==> src/rtl/uart_pkg.sv <==
// uart_pkg: shared UART constants for the transmitter and its frame scheduler.
//   Transmitter state encodings (TX_*), scheduler state encodings (S_*),
//   the default start-timeout and a helper that sizes the timeout counter.
package uart_pkg;
    localparam logic [2:0] TX_IDLE   = 3'd0;
    localparam logic [2:0] TX_START  = 3'd1;
    localparam logic [2:0] TX_DATA   = 3'd2;
    localparam logic [2:0] TX_PARITY = 3'd3;
    localparam logic [2:0] TX_STOP   = 3'd4;

    localparam logic [1:0] S_IDLE       = 2'd0;
    localparam logic [1:0] S_ISSUE      = 2'd1;
    localparam logic [1:0] S_WAIT_START = 2'd2;
    localparam logic [1:0] S_WAIT_DONE  = 2'd3;

    localparam int START_TMO_DEF = 4;

    function automatic int cnt_width(input int tmo);
        return $clog2(tmo + 1);
    endfunction
endpackage

==> src/rtl/rr_arbiter.sv <==
// rr_arbiter: round-robin pick among eligible requesters, searching upward from ptr.
//   eligible : per-requester request vector
//   ptr      : index the search starts at (wraps around)
//   grant    : one-hot winner, idx : winner index, any : some requester eligible
module rr_arbiter #(
    parameter int NUM_REQ = 4
) (
    input  logic [NUM_REQ-1:0]         eligible,
    input  logic [$clog2(NUM_REQ)-1:0] ptr,
    output logic [NUM_REQ-1:0]         grant,
    output logic [$clog2(NUM_REQ)-1:0] idx,
    output logic                       any
);
    localparam int IW = $clog2(NUM_REQ);

    logic [IW-1:0] j;

    // Walk offsets from farthest to nearest so the nearest eligible index wins.
    always_comb begin
        grant = '0;
        idx   = '0;
        j     = '0;
        for (int k = NUM_REQ - 1; k >= 0; k--) begin
            j = IW'((int'(ptr) + k) % NUM_REQ);
            if (eligible[j]) begin
                grant    = '0;
                grant[j] = 1'b1;
                idx      = j;
            end
        end
    end

    assign any = |eligible;
endmodule

==> src/rtl/uart_tx_sched.sv <==
// uart_tx_sched: round-robin scheduler feeding bytes from NUM_REQ requesters to one UART transmitter.
//   CLK, RST (async, active-low)
//   REQ_VALID/REQ_DATA/REQ_MASK in, REQ_READY out : requester handshake
//   TX_BUSY in, TX_DATA_VALID/TX_P_DATA out       : transmitter handshake
//   GNT_ID, ACTIVE, FRAME_DONE, START_ERR out     : status
module uart_tx_sched
    import uart_pkg::*;
#(
    parameter int NUM_REQ    = 4,
    parameter int DATA_WIDTH = 8,
    parameter int START_TMO  = START_TMO_DEF
) (
    input  logic                          CLK,
    input  logic                          RST,
    input  logic [NUM_REQ-1:0]            REQ_VALID,
    input  logic [NUM_REQ*DATA_WIDTH-1:0] REQ_DATA,
    input  logic [NUM_REQ-1:0]            REQ_MASK,
    output logic [NUM_REQ-1:0]            REQ_READY,
    input  logic                          TX_BUSY,
    output logic                          TX_DATA_VALID,
    output logic [DATA_WIDTH-1:0]         TX_P_DATA,
    output logic [$clog2(NUM_REQ)-1:0]    GNT_ID,
    output logic                          ACTIVE,
    output logic                          FRAME_DONE,
    output logic                          START_ERR
);
    localparam int IW = $clog2(NUM_REQ);
    localparam int CW = cnt_width(START_TMO);

    logic [1:0]         state;
    logic [IW-1:0]      ptr;
    logic [IW-1:0]      win_idx;
    logic [NUM_REQ-1:0] win_oh;
    logic               win_any;
    logic               accept;
    logic [CW-1:0]      cnt;

    rr_arbiter #(.NUM_REQ(NUM_REQ)) u_arb (
        .eligible(REQ_VALID & REQ_MASK),
        .ptr     (ptr),
        .grant   (win_oh),
        .idx     (win_idx),
        .any     (win_any)
    );

    // RST gates the strobe so REQ_READY is low for the whole reset, not just after an edge.
    assign accept        = RST && state == S_IDLE && !TX_BUSY && win_any;
    assign REQ_READY     = accept ? win_oh : '0;
    assign TX_DATA_VALID = state == S_ISSUE;
    assign ACTIVE        = state != S_IDLE;

    always_ff @(posedge CLK or negedge RST) begin
        if (!RST) begin
            state      <= S_IDLE;
            ptr        <= '0;
            cnt        <= '0;
            TX_P_DATA  <= '0;
            GNT_ID     <= '0;
            FRAME_DONE <= 1'b0;
            START_ERR  <= 1'b0;
        end else begin
            FRAME_DONE <= 1'b0;
            START_ERR  <= 1'b0;
            if (accept) begin
                state     <= S_ISSUE;
                TX_P_DATA <= REQ_DATA[win_idx*DATA_WIDTH +: DATA_WIDTH];
                GNT_ID    <= win_idx;
                ptr       <= (win_idx == IW'(NUM_REQ - 1)) ? '0 : win_idx + 1'b1;
            end
            if (state == S_ISSUE) begin
                state <= S_WAIT_START;
                cnt   <= '0;
            end
            if (state == S_WAIT_START) begin
                cnt <= cnt + 1'b1;
                if (TX_BUSY) begin
                    state <= S_WAIT_DONE;
                end else if (cnt == CW'(START_TMO - 1)) begin
                    state     <= S_IDLE;
                    START_ERR <= 1'b1;
                end
            end
            if (state == S_WAIT_DONE && !TX_BUSY) begin
                state      <= S_IDLE;
                FRAME_DONE <= 1'b1;
            end
        end
    end
endmodule
==> config.mk <==
export PLATFORM = sky130hd
export DESIGN_NAME = uart_tx_sched
export DESIGN_NICKNAME = d
export VERILOG_FILES = /design/src/rtl/uart_pkg.sv /design/src/rtl/rr_arbiter.sv /design/src/rtl/uart_tx_sched.sv
export SDC_FILE = /design/constraint.sdc
export NUM_CORES = 1
export LEC_CHECK = 0
export ABC_AREA = 1
export BUFFER_PORTS_ARGS = -buffer_cell sky130_fd_sc_hd__buf_2
export CAP_MARGIN = 20
export CORE_ASPECT_RATIO = 0.9
export CORE_MARGIN = 2
export CORE_UTILIZATION = 50
export DETAILED_ROUTE_END_ITERATION = 10
export GPL_TIMING_DRIVEN = 0
export PLACE_DENSITY = 0.79
export RECOVER_POWER = 100
export SKIP_CTS_REPAIR_TIMING = 1
export SLEW_MARGIN = 20
export SYNTH_ARGS = -nofsm -noshare
export SYNTH_HDL_FRONTEND = slang
export SYNTH_SLANG_ARGS = --single-unit
==> constraint.sdc <==
create_clock -name CLK -period 3.35 [get_ports CLK]
set_input_delay 0.5025 -clock CLK [delete_from_list [all_inputs] [get_ports CLK]]
set_output_delay 0.5025 -clock CLK [all_outputs]
set_load 0.05 [all_outputs]
==> results of run 1 <==
## synthesized netlist by cell type
master    instances  area share, %
dfrtp_1          19             28
o21a_1            1           0.44
o21ai_1           1           0.29
o22ai_1           6            2.2
o21bai_1          1           0.44
nand3_1          40             12
nand2_8           1            1.2
inv_1            14            3.1
inv_8             2            1.3
o21ai_0          11            3.2
nand2_2          14            5.1
buf_6             3            2.0
a41oi_2           1           0.95
o21ai_2           1           0.51
buf_12            1            1.2
nand2_1          42            9.2
nand3_2           9            5.3
ha_1             11            8.1
nand3b_1          1           0.44
nand3_4           5            5.1
inv_2             2           0.44
nand4_1           1           0.37
nor2_2            1           0.37
nor2_1            7            1.5
a21oi_1           8            2.3
nand2_4           7            4.6
buf_2             1           0.29
buf_4             1           0.44
## final timing paths
kind,cells after the start,from,to
max in group asynchronous,1,RST,START_ERR
max,9,ptr[1],REQ_READY[2]
min reg2reg,2,TX_P_DATA[6],TX_P_DATA[6]
max reg2reg,12,ptr[1],TX_P_DATA[6]
min in group CLK,2,TX_BUSY,FRAME_DONE
min,1,RST,TX_P_DATA[2]
## cell families after synthesis
family / share of synthesized area, %
simple gates: 45.0
compound gates: 10.4
buf+inv: 8.72
flops: 27.8
fa+ha+maj: 8.06
## registers in the layout (all words and copies together), names as in the netlist
name and flops:
GNT_ID 2, cnt 3, START_ERR 1, TX_P_DATA 8, state 2, ptr 2, FRAME_DONE 1
## power by group through the flow
| stage | Clock (mW) | Combinational [mW] | Sequential, mW |
|---|---|---|---|
| finish | 0.160 | 1.90 | 0.404 |
| CTS | 0.161 | 1.97 | 0.403 |
| global placement | 0 | 1.93 | 0.404 |
| global route | 0.171 | 2.10 | 0.416 |
| detailed placement | 0 | 1.97 | 0.404 |
| floorplan | 0 | 1.40 | 0.600 |
## stage by stage
stage               util, %  setup WS, ns
CTS                    63.4         0.493
global placement       62.0         0.690
finish                 62.0         0.360
detailed placement     62.0         0.699
floorplan                 -         0.636
global route           62.0         0.157
## per-layer routing
layer | vias up | track usage (%) | wire (microns)
met5 | - | 0 | 0
met4 | 0 | 5.65 | 19
met3 | 2 | 2.47 | 223
met2 | 57 | 35.6 | 1940
met1 | 762 | 29.9 | 1780
li1 | 851 | - | -
## area by class of cell
type                            count  area share [%]
Multi-Input combinational cell    169            51.4
Sequential cell                    19            23.0
Timing Repair Buffer               60            13.7
Inverter                           18            4.00
Buffer                              6            2.97
Tap cell                           44            2.67
Clock buffer                        3            2.00
Clock inverter                      1           0.242
## worst register-to-register path, delay by kind of cell (launching register included)
kind | cells | cell delay [ns]
simple gates | 7 | 1.05
buf+inv | 3 | 0.78
flops | 1 | 0.52
fa+ha+maj | 1 | 0.39
compound gates | 1 | 0.10
==> impl_results.md, run 1 <==
- Cell at the root of the clock tree: clkbuf_8
- Ant diodes: 0
- Commonest non-fill, non-tap cell in the layout: nand2_1
- Internal power: 1.03 mW
- Clk_skew: 0.00364 ns
- Most frequent cells in the layout: nand2_1, buf_2, nand3_1
- Max-slew headroom: 43.2%
- Global Route Usage Sum: 21.4%
- Number of I/O port buffers: 60
- Die Ht: 59.4 microns
- CP max stage delay: 0.52 ns
- Combinational Power Share: 77.1%
- Via/cell ratio: 5.23
- Switching Power: 1.43 mW
- Finish-stage setup viols: 0
- FF/Latch Area: 475 sq um
- Remaining DRCs: 0
- Multi-input logic area: 1060 sq um
- CP Class: reg2out
- Width of the die: 65.6 microns
- Vias: 1672
- Outcome: completed
- Seq pwr share: 16.4%
- CTS H-tree lvls: 1
- Pre-Repair DR Iteration Count: 4
- WL/cell: 12.4 microns
- Worst EP required: 2.85 ns
- Hold WC Path Type: in2async
- Skew-Pair Late Insertion Delay: 0.25 ns
- CP arrival: 2.49 ns
- Critical-path top delay cell: dfrtp_1
- # IOs: 61
- Final HPWL from detailed placement: 3.08 mm
- Sw Ratio: 58.2%
- R2R Setup Slk: 0.46 ns
- Slew Viols, Final: 0
- Placed cell area: 2060 sq um
- Initial antenna violation count: 0
- Register area share after synthesis: 27.8%
- RSZ-0062 raised after global routing: false
- Syn nets: 266
- Drt total wl: 3.96 mm
- Final TNS setup: 0 ns
- Reg clk slew, reported paths: 0.07 ns
- Yosys reg bits: 19
- Ordered cell list for the critical path: inv_1 -> ha_1 -> inv_1 -> nand3_2 -> nand4_1 -> nor2_1 -> o22ai_1 -> a21oi_1 -> clkbuf_2
- CTS max path bufs: 2
- TritonCTS Buffers: 3
- Placed instance count: 316
- Static Leak: 1.04 nW
- Crit. End Element: output pin
- Min Tclk post-route: 2.99 ns
- Power Dens Cells: 1190 nW/um^2
- Total core area: 3330 sq um
- Clock Sinks: 19
- Max Fclk: 334 MHz
- Iter 0 DRT Violations: 84
- Post-synthesis cell area: 1710 sq um
- Final nets: 331
- Yosys cell types: 28
- Layout cells sized above 1: 33.7%
- VDD IR-drop max: 0.000514 V
- Smallest hold slack: 0.186 ns
- Warnings, synthesis: 0
- Worst path most repeated cell: inv_1
- Maximum fanout along the worst path: 5
- Row count: 20
- Syn Inst Count: 212
- Period utilization: 89.3%
- CTS tree: built
- Die ar.: 3900 sq um
- First-pass GRT wire length: 6.59 mm
- Gpl congestion: 0.767
- Starting Density: 51.3%
- Number of fill cells: 330
- CP delay by family, top: buffers and inverters
- Area grow syn2layout: 20.9%
- Overflow after GRT: 0
- Non-Filler Instances: 320
- Crit path launch type: flop
- Average cell area after synthesis: 8.06 sq um
- Clk network pwr share: 6.5%
- Tot Pwr: 2.46 mW
- Final ANT Viol Nets: 0
- Worst slew pin tran: 0.841 ns
- Final Hold Viols: 0
- Largest net degree at the start of global routing: 21
- Maxcap violations: 0
- Vias in the first global route: 1502
- Worst Path Buf+Inv: 3
- Design Area, Final: 2060 sq um
Note: power is estimated with default switching activity, not from simulation.
==> run 2: changes to the inputs <==
--- a/config.mk
+++ b/config.mk
@@ -14,7 +14,7 @@
 export DETAILED_ROUTE_END_ITERATION = 10
 export GPL_TIMING_DRIVEN = 0
 export PLACE_DENSITY = 0.79
-export RECOVER_POWER = 100
+export RECOVER_POWER = 50
 export SKIP_CTS_REPAIR_TIMING = 1
 export SLEW_MARGIN = 20
 export SYNTH_ARGS = -nofsm -noshare
==> run 2 against run 1 <==
Against the previous run:
- die area unchanged
- routed wire length grew 0.83%
- sequential cell count unchanged
- sequential power about the same
- fmax grew 3.9%
- global-route usage unchanged
- power rose by 3.1%
- critical path type unchanged
==> impl_results.md, run 2 (synthesis results as in run 1) <==
- Most frequent cells in the layout: buf_2, nand2_1, nand3_1
- Remaining DRCs: 0 (unchanged)
- Cell at the root of the clock tree: clkbuf_8
- Drt total wl: 3.99 mm (+0.83%)
- Vias: 1677 (+0.30%)
- # IOs: 61 (unchanged)
- Final HPWL from detailed placement: 3.08 mm (unchanged)
- CP Class: reg2out
- Initial antenna violation count: 0 (unchanged)
- Smallest hold slack: 0.186 ns (+0.000848 ns)
- CTS max path bufs: 2 (unchanged)
- Die Ht: 59.4 microns (unchanged)
- Via/cell ratio: 5.24 (+0.30%)
- Biggest regs: TX_P_DATA: 8 flops, cnt: 3 flops
- WL/cell: 12.5 microns (+0.83%)
- Final worst slack: 0.471 ns (+0.111 ns)
- VDD IR-drop max: 0.000521 V (+1.3%)
- Static Leak: 1.09 nW (+4.7%)
- Final Hold Viols: 0 (unchanged)
- Largest Register: TX_P_DATA
- Final ANT Viol Nets: 0 (unchanged)
- Reg clk slew, reported paths: 0.08 ns (about the same)
- Dpl ws: 0.699 ns (unchanged)
- Placed instance count: 316 (unchanged)
- Overflow after GRT: 0 (unchanged)
- First-pass GRT wire length: 6.59 mm (unchanged)
- Crit path launch type: flop
- Slew Viols, Final: 0 (unchanged)
- Row count: 20 (unchanged)
- Ant diodes: 0 (unchanged)
- Pre-Repair DR Iteration Count: 4 (unchanged)
- Die ar.: 3900 sq um (unchanged)
- Final nets: 331 (unchanged)
- Power Dens Cells: 1200 nW/um^2 (+1.1%)
- Area grow syn2layout: 23.2%
- Max reg flops: 8 (unchanged)
- Maxcap violations: 0 (unchanged)
- Period utilization: 85.9% (-3.3 points)
- Number of fill cells: 313 (-5.2%)
- Number of I/O port buffers: 60 (unchanged)
- Worst EP required: 2.85 ns (about the same)
- Clock Sinks: 19 (unchanged)
- Crit. End Element: output pin
- Hold WC Path Type: in2async
- Starting Density: 51.3% (unchanged)
- Non-Filler Instances: 320 (unchanged)
- TritonCTS Buffers: 3 (unchanged)
- Skew-Pair Late Insertion Delay: 0.25 ns (about the same)
- Worst slew pin tran: 0.614 ns (-0.226 ns)
- Finish-stage setup viols: 0 (unchanged)
- Iter 0 DRT Violations: 123 (+46%)
- Maximum fanout along the worst path: 5 (unchanged)
- Commonest non-fill, non-tap cell in the layout: buf_2
- Placed cell area: 2060 sq um (unchanged)
- Clk_skew: 0.00605 ns (+0.00240 ns)
- Outcome: completed
- RSZ-0062 raised after global routing: false
- Layout cells sized above 1: 39.5% (+5.8 points)
- Gpl congestion: 0.767 (unchanged)
- Design Area, Final: 2100 sq um (+1.9%)
- CP arrival: 2.38 ns (-0.11 ns)
- Min Tclk post-route: 2.88 ns (-0.111 ns)
- Global Route Usage Sum: 21.4% (unchanged)
- CTS H-tree lvls: 1 (unchanged)
- Vias in the first global route: 1502 (unchanged)
- Width of the die: 65.6 microns (unchanged)
- Largest net degree at the start of global routing: 21 (unchanged)
- CTS tree: built
- Max Fclk: 347 MHz (+3.9%)
- Final TNS setup: 0 ns (unchanged)
- Max-slew headroom: 59.2% (+16 points)
- Total core area: 3330 sq um (unchanged)
[run 2: cell count changes in the layout (fill, tap and decap cells not counted), moves of 2 or more]
cell / previous run / this run
nand2_4: 5 / 7
clkbuf_2: 4 / 0
nand2_1: 44 / 42
buf_2: 42 / 57
clkbuf_1: 16 / 4
[run 2: area by class of cell]
| class | count | area, sq um | area share [%] |
|---|---|---|---|
| multi-input combinational | 169 | 1080 | 51.5 |
| sequential | 19 | 475 | 22.6 |
| timing repair buffer | 60 | 295 | 14.0 |
| inverter | 18 | 82.6 | 3.92 |
| buffer | 6 | 66.3 | 3.15 |
| tap | 44 | 55.1 | 2.62 |
| clock buffer | 3 | 41.3 | 1.96 |
| clock inverter | 1 | 5.00 | 0.238 |
[run 2: power breakdown]
part           switching (mW)  total (mW)  internal (mW)
registers              0.0790       0.405          0.326
logic                    1.31        1.97          0.663
clock network          0.0784       0.161         0.0826
[run 2: per-stage QoR]
stage	total power [mW]	utilization [%]
final	2.54	63.2
after floorplan	2.00	-
after global placement	2.34	62.0
after global routing	2.76	63.2
after detailed placement	2.37	62.0
after CTS	2.54	63.4
[run 2: worst paths after layout]
path | startpoint | end | slack [ns] | cells after the start
max | ptr[1] | REQ_READY[2] | 0.47 | 9
min | RST | TX_P_DATA[2] | 0.19 | 1
max reg2reg | ptr[1] | ptr[1] | 0.92 | 12
min reg2reg | TX_P_DATA[2] | TX_P_DATA[2] | 0.49 | 2
max in group asynchronous | RST | TX_P_DATA[6] | 2.84 | 1
min in group CLK | TX_BUSY | FRAME_DONE | 0.45 | 2
[run 2: worst max-delay path, cell delays in order (launching register included)]
cell	delay, ns
dfrtp_1	0.54
inv_2	0.14
ha_1	0.39
inv_1	0.11
nand3_2	0.09
nand4_1	0.20
nor2_1	0.15
o22ai_1	0.09
a21oi_1	0.13
buf_2	0.27
[run 2: per-layer routing]
metal  track usage [%]  vias up  part of all wire [%]
li1                  -      849                     -
met2              35.6       58                    49
met1              29.9      768                    45
met3              2.47        2                   5.9
met5                 0        -                     0
met4              5.65        0                  0.48
==> run 3: changes to the inputs <==
--- a/config.mk
+++ b/config.mk
@@ -6,14 +6,14 @@
 export NUM_CORES = 1
 export LEC_CHECK = 0
 export ABC_AREA = 1
-export BUFFER_PORTS_ARGS = -buffer_cell sky130_fd_sc_hd__buf_2
 export CAP_MARGIN = 20
 export CORE_ASPECT_RATIO = 0.9
 export CORE_MARGIN = 2
 export CORE_UTILIZATION = 50
 export DETAILED_ROUTE_END_ITERATION = 10
+export DONT_BUFFER_PORTS = 1
 export GPL_TIMING_DRIVEN = 0
-export PLACE_DENSITY = 0.79
+export PLACE_DENSITY = 0.64
 export RECOVER_POWER = 50
 export SKIP_CTS_REPAIR_TIMING = 1
 export SLEW_MARGIN = 20
==> constraint.sdc (replaced) <==
create_clock -name CLK -period 3.7 [get_ports CLK]
set_input_delay 0.555 -clock CLK [delete_from_list [all_inputs] [get_ports CLK]]
set_output_delay 0.555 -clock CLK [all_outputs]
set_load 0.05 [all_outputs]
==> run 3 against run 2 <==
Against the previous run:
- clock skew up 0.00079 ns
- count of clock-buffer cells in the layout unchanged
- cell count fell by 18%
- critical path depth is 1 lower
- routed wire length is 2.4% lower
- final area decreased by 14%
- power down 13%
- die area stayed put
- sequential share of layout area up 3.5 points
- clock power fell by 11%
- largest cell class unchanged
- via count is 12% lower
==> impl_results.md, run 3 (synthesis results as in run 1) <==
- RSZ-0062 raised after global routing: false
- Maximum fanout along the worst path: 5 (unchanged)
- Worst EP required: 3.14 ns (+0.29 ns)
- Sw Ratio: 58.7% (+0.95 points)
- Final Hold Viols: 0 (unchanged)
- Period utilization: 89.2%
- Worst r2r path cells: 13 (+1)
- Final HPWL from detailed placement: 3.11 mm (+0.85%)
- FF-to-FF Start: ptr[1]
- Ant diodes: 0 (unchanged)
- Layout cells sized above 1: 24.4% (-15 points)
- Largest net degree at the start of global routing: 21 (unchanged)
- Ordered cell list for the critical path: inv_2 -> ha_1 -> inv_1 -> nand3_2 -> nand4_1 -> nor2_1 -> o22ai_1 -> a21oi_1
- Seq pwr share: 25.4% (+9.4 points)
- Starting Density: 51.3% (unchanged)
- Tot Pwr: 2.22 mW (-13%)
- CTS tree: built
- Power Dens Cells: 1220 nW/um^2 (+1.1%)
- Clk_skew: 0.00683 ns (+0.000787 ns)
- Remaining DRCs: 0 (unchanged)
- CTS H-tree lvls: 1 (unchanged)
- Design Area, Final: 1820 sq um (-14%)
- WL/cell: 14.9 microns (+20%)
- Slew Viols, Final: 0 (unchanged)
- Biggest regs: TX_P_DATA: 8 flops, cnt: 3 flops
- Smallest hold slack: 0.364 ns (+0.178 ns)
- Row count: 20 (unchanged)
- Worst hold start: TX_BUSY
- Drt total wl: 3.90 mm (-2.4%)
- R2r endpoint: ptr[1]
- Skew-Pair Late Insertion Delay: 0.26 ns (about the same)
- Commonest non-fill, non-tap cell in the layout: nand2_1
- CP max stage delay: 0.80 ns (+0.26 ns)
- DR top layer: met4
- First-pass GRT wire length: 6.06 mm (-8.1%)
- CP arrival: 2.74 ns (+0.36 ns)
- Cell at the root of the clock tree: clkbuf_8
- Die ar.: 3900 sq um (unchanged)
- Reg clk slew, reported paths: 0.07 ns (about the same)
- Max-slew headroom: 30.5% (-29 points)
- WL met1: 1.67 mm (-6.2%)
- Vias: 1479 (-12%)
- Non-Filler Instances: 261 (-18%)
- Area grow syn2layout: 6.52%
- Most frequent cells in the layout: nand2_1, nand3_1, dfrtp_1
- Initial antenna violation count: 0 (unchanged)
- Largest Register: TX_P_DATA
- Dpl ws: 0.691 ns (-0.00729 ns)
- Clk network pwr share: 6.4% (about the same)
- Global Route Usage Sum: 19.9% (-1.5 points)
- CP delay by family, top: compound AO/OA/AOI/OAI gates
- Combinational Power Share: 68.2% (-9.5 points)
- Crit path launch type: flop
- Internal power: 0.915 mW (-15%)
- Via/cell ratio: 5.67 (+8.1%)
- Iter 0 DRT Violations: 69 (-44%)
- Placed cell area: 1760 sq um (-15%)
- Max reg flops: 8 (unchanged)
- Gpl congestion: 0.829 (+8.2%)
- Outcome: completed
- Hold path depth: 1
- Final Util: 54.7% (-8.6 points)
- Static Leak: 0.862 nW (-21%)
- Worst hold path endpoint: FRAME_DONE
- # IOs: 61 (unchanged)
- CTS max path bufs: 2 (unchanged)
- Maxcap violations: 0 (unchanged)
- Switching Power: 1.30 mW (-11%)
- Hold WC Path Type: in2reg
- TritonCTS Buffers: 3 (unchanged)
- Final ANT Viol Nets: 0 (unchanged)
- Critical-path top delay cell: a21oi_1
- R2R Setup Slk: 1.29 ns (+0.37 ns)
- Pre-Repair DR Iteration Count: 4 (unchanged)
- Worst Path Buf+Inv: 2 (-1)
- Number of I/O port buffers: 0 (-100%)
- Overflow after GRT: 0 (unchanged)
- Min Tclk post-route: 3.30 ns
- Total core area: 3330 sq um (unchanged)
- Max Fclk: 303 MHz
- Finish-stage setup viols: 0 (unchanged)
- Crit. End Element: output pin
- Final worst slack: 0.400 ns (-0.0708 ns)
- Die Ht: 59.4 microns (unchanged)
- Worst slew pin tran: 1.05 ns (+0.432 ns)
- Final nets: 272 (-18%)
- CP Class: reg2out
- Width of the die: 65.6 microns (unchanged)
- VDD IR-drop max: 0.000558 V (+7.1%)
- Clock Sinks: 19 (unchanged)
- Met3 WL: 169 microns (-28%)
- Placed instance count: 256 (-19%)
- DR WL met2: 2.02 mm (+3.1%)
- Final TNS setup: 0 ns (unchanged)
- Vias in the first global route: 1316 (-12%)
-- run 3: cell type report --
| class | count | area (sq um) |
|---|---|---|
| clock inverter | 1 | 5.00 |
| sequential | 19 | 475 |
| fill | 326 | 1510 |
| timing repair buffer | 1 | 10.0 |
| clock buffer | 3 | 41.3 |
| buffer | 6 | 66.3 |
| tap | 44 | 55.1 |
| inverter | 18 | 82.6 |
| multi-input combinational | 169 | 1080 |
-- run 3: routing by layer --
metal / global-route usage [%] / vias to the layer above
met3: 2.85 / 4
met2: 35.3 / 40
li1: - / 728
met1: 25.5 / 707
met5: 0 / -
met4: 5.65 / 0
-- run 3: worst max path at each step --
stage                     startpoint  cells after the start            to  slack [ns]
after floorplan               ptr[1]                      8  REQ_READY[0]        0.93
after global placement        ptr[1]                      8  REQ_READY[3]        0.79
after detailed placement      ptr[1]                      8  REQ_READY[1]        0.69
after CTS                     ptr[1]                      8  REQ_READY[3]        0.41
after global routing          ptr[1]                      8  REQ_READY[0]        0.25
final                         ptr[1]                      8  REQ_READY[0]        0.40
-- run 3: power groups by stage --
stage	sequential [mW]	clock (mW)	combinational, mW
after floorplan	0.543	0	1.27
after global placement	0.560	0	1.44
after detailed placement	0.567	0	1.49
after CTS	0.564	0.145	1.50
after global routing	0.575	0.155	1.67
final	0.563	0.143	1.51
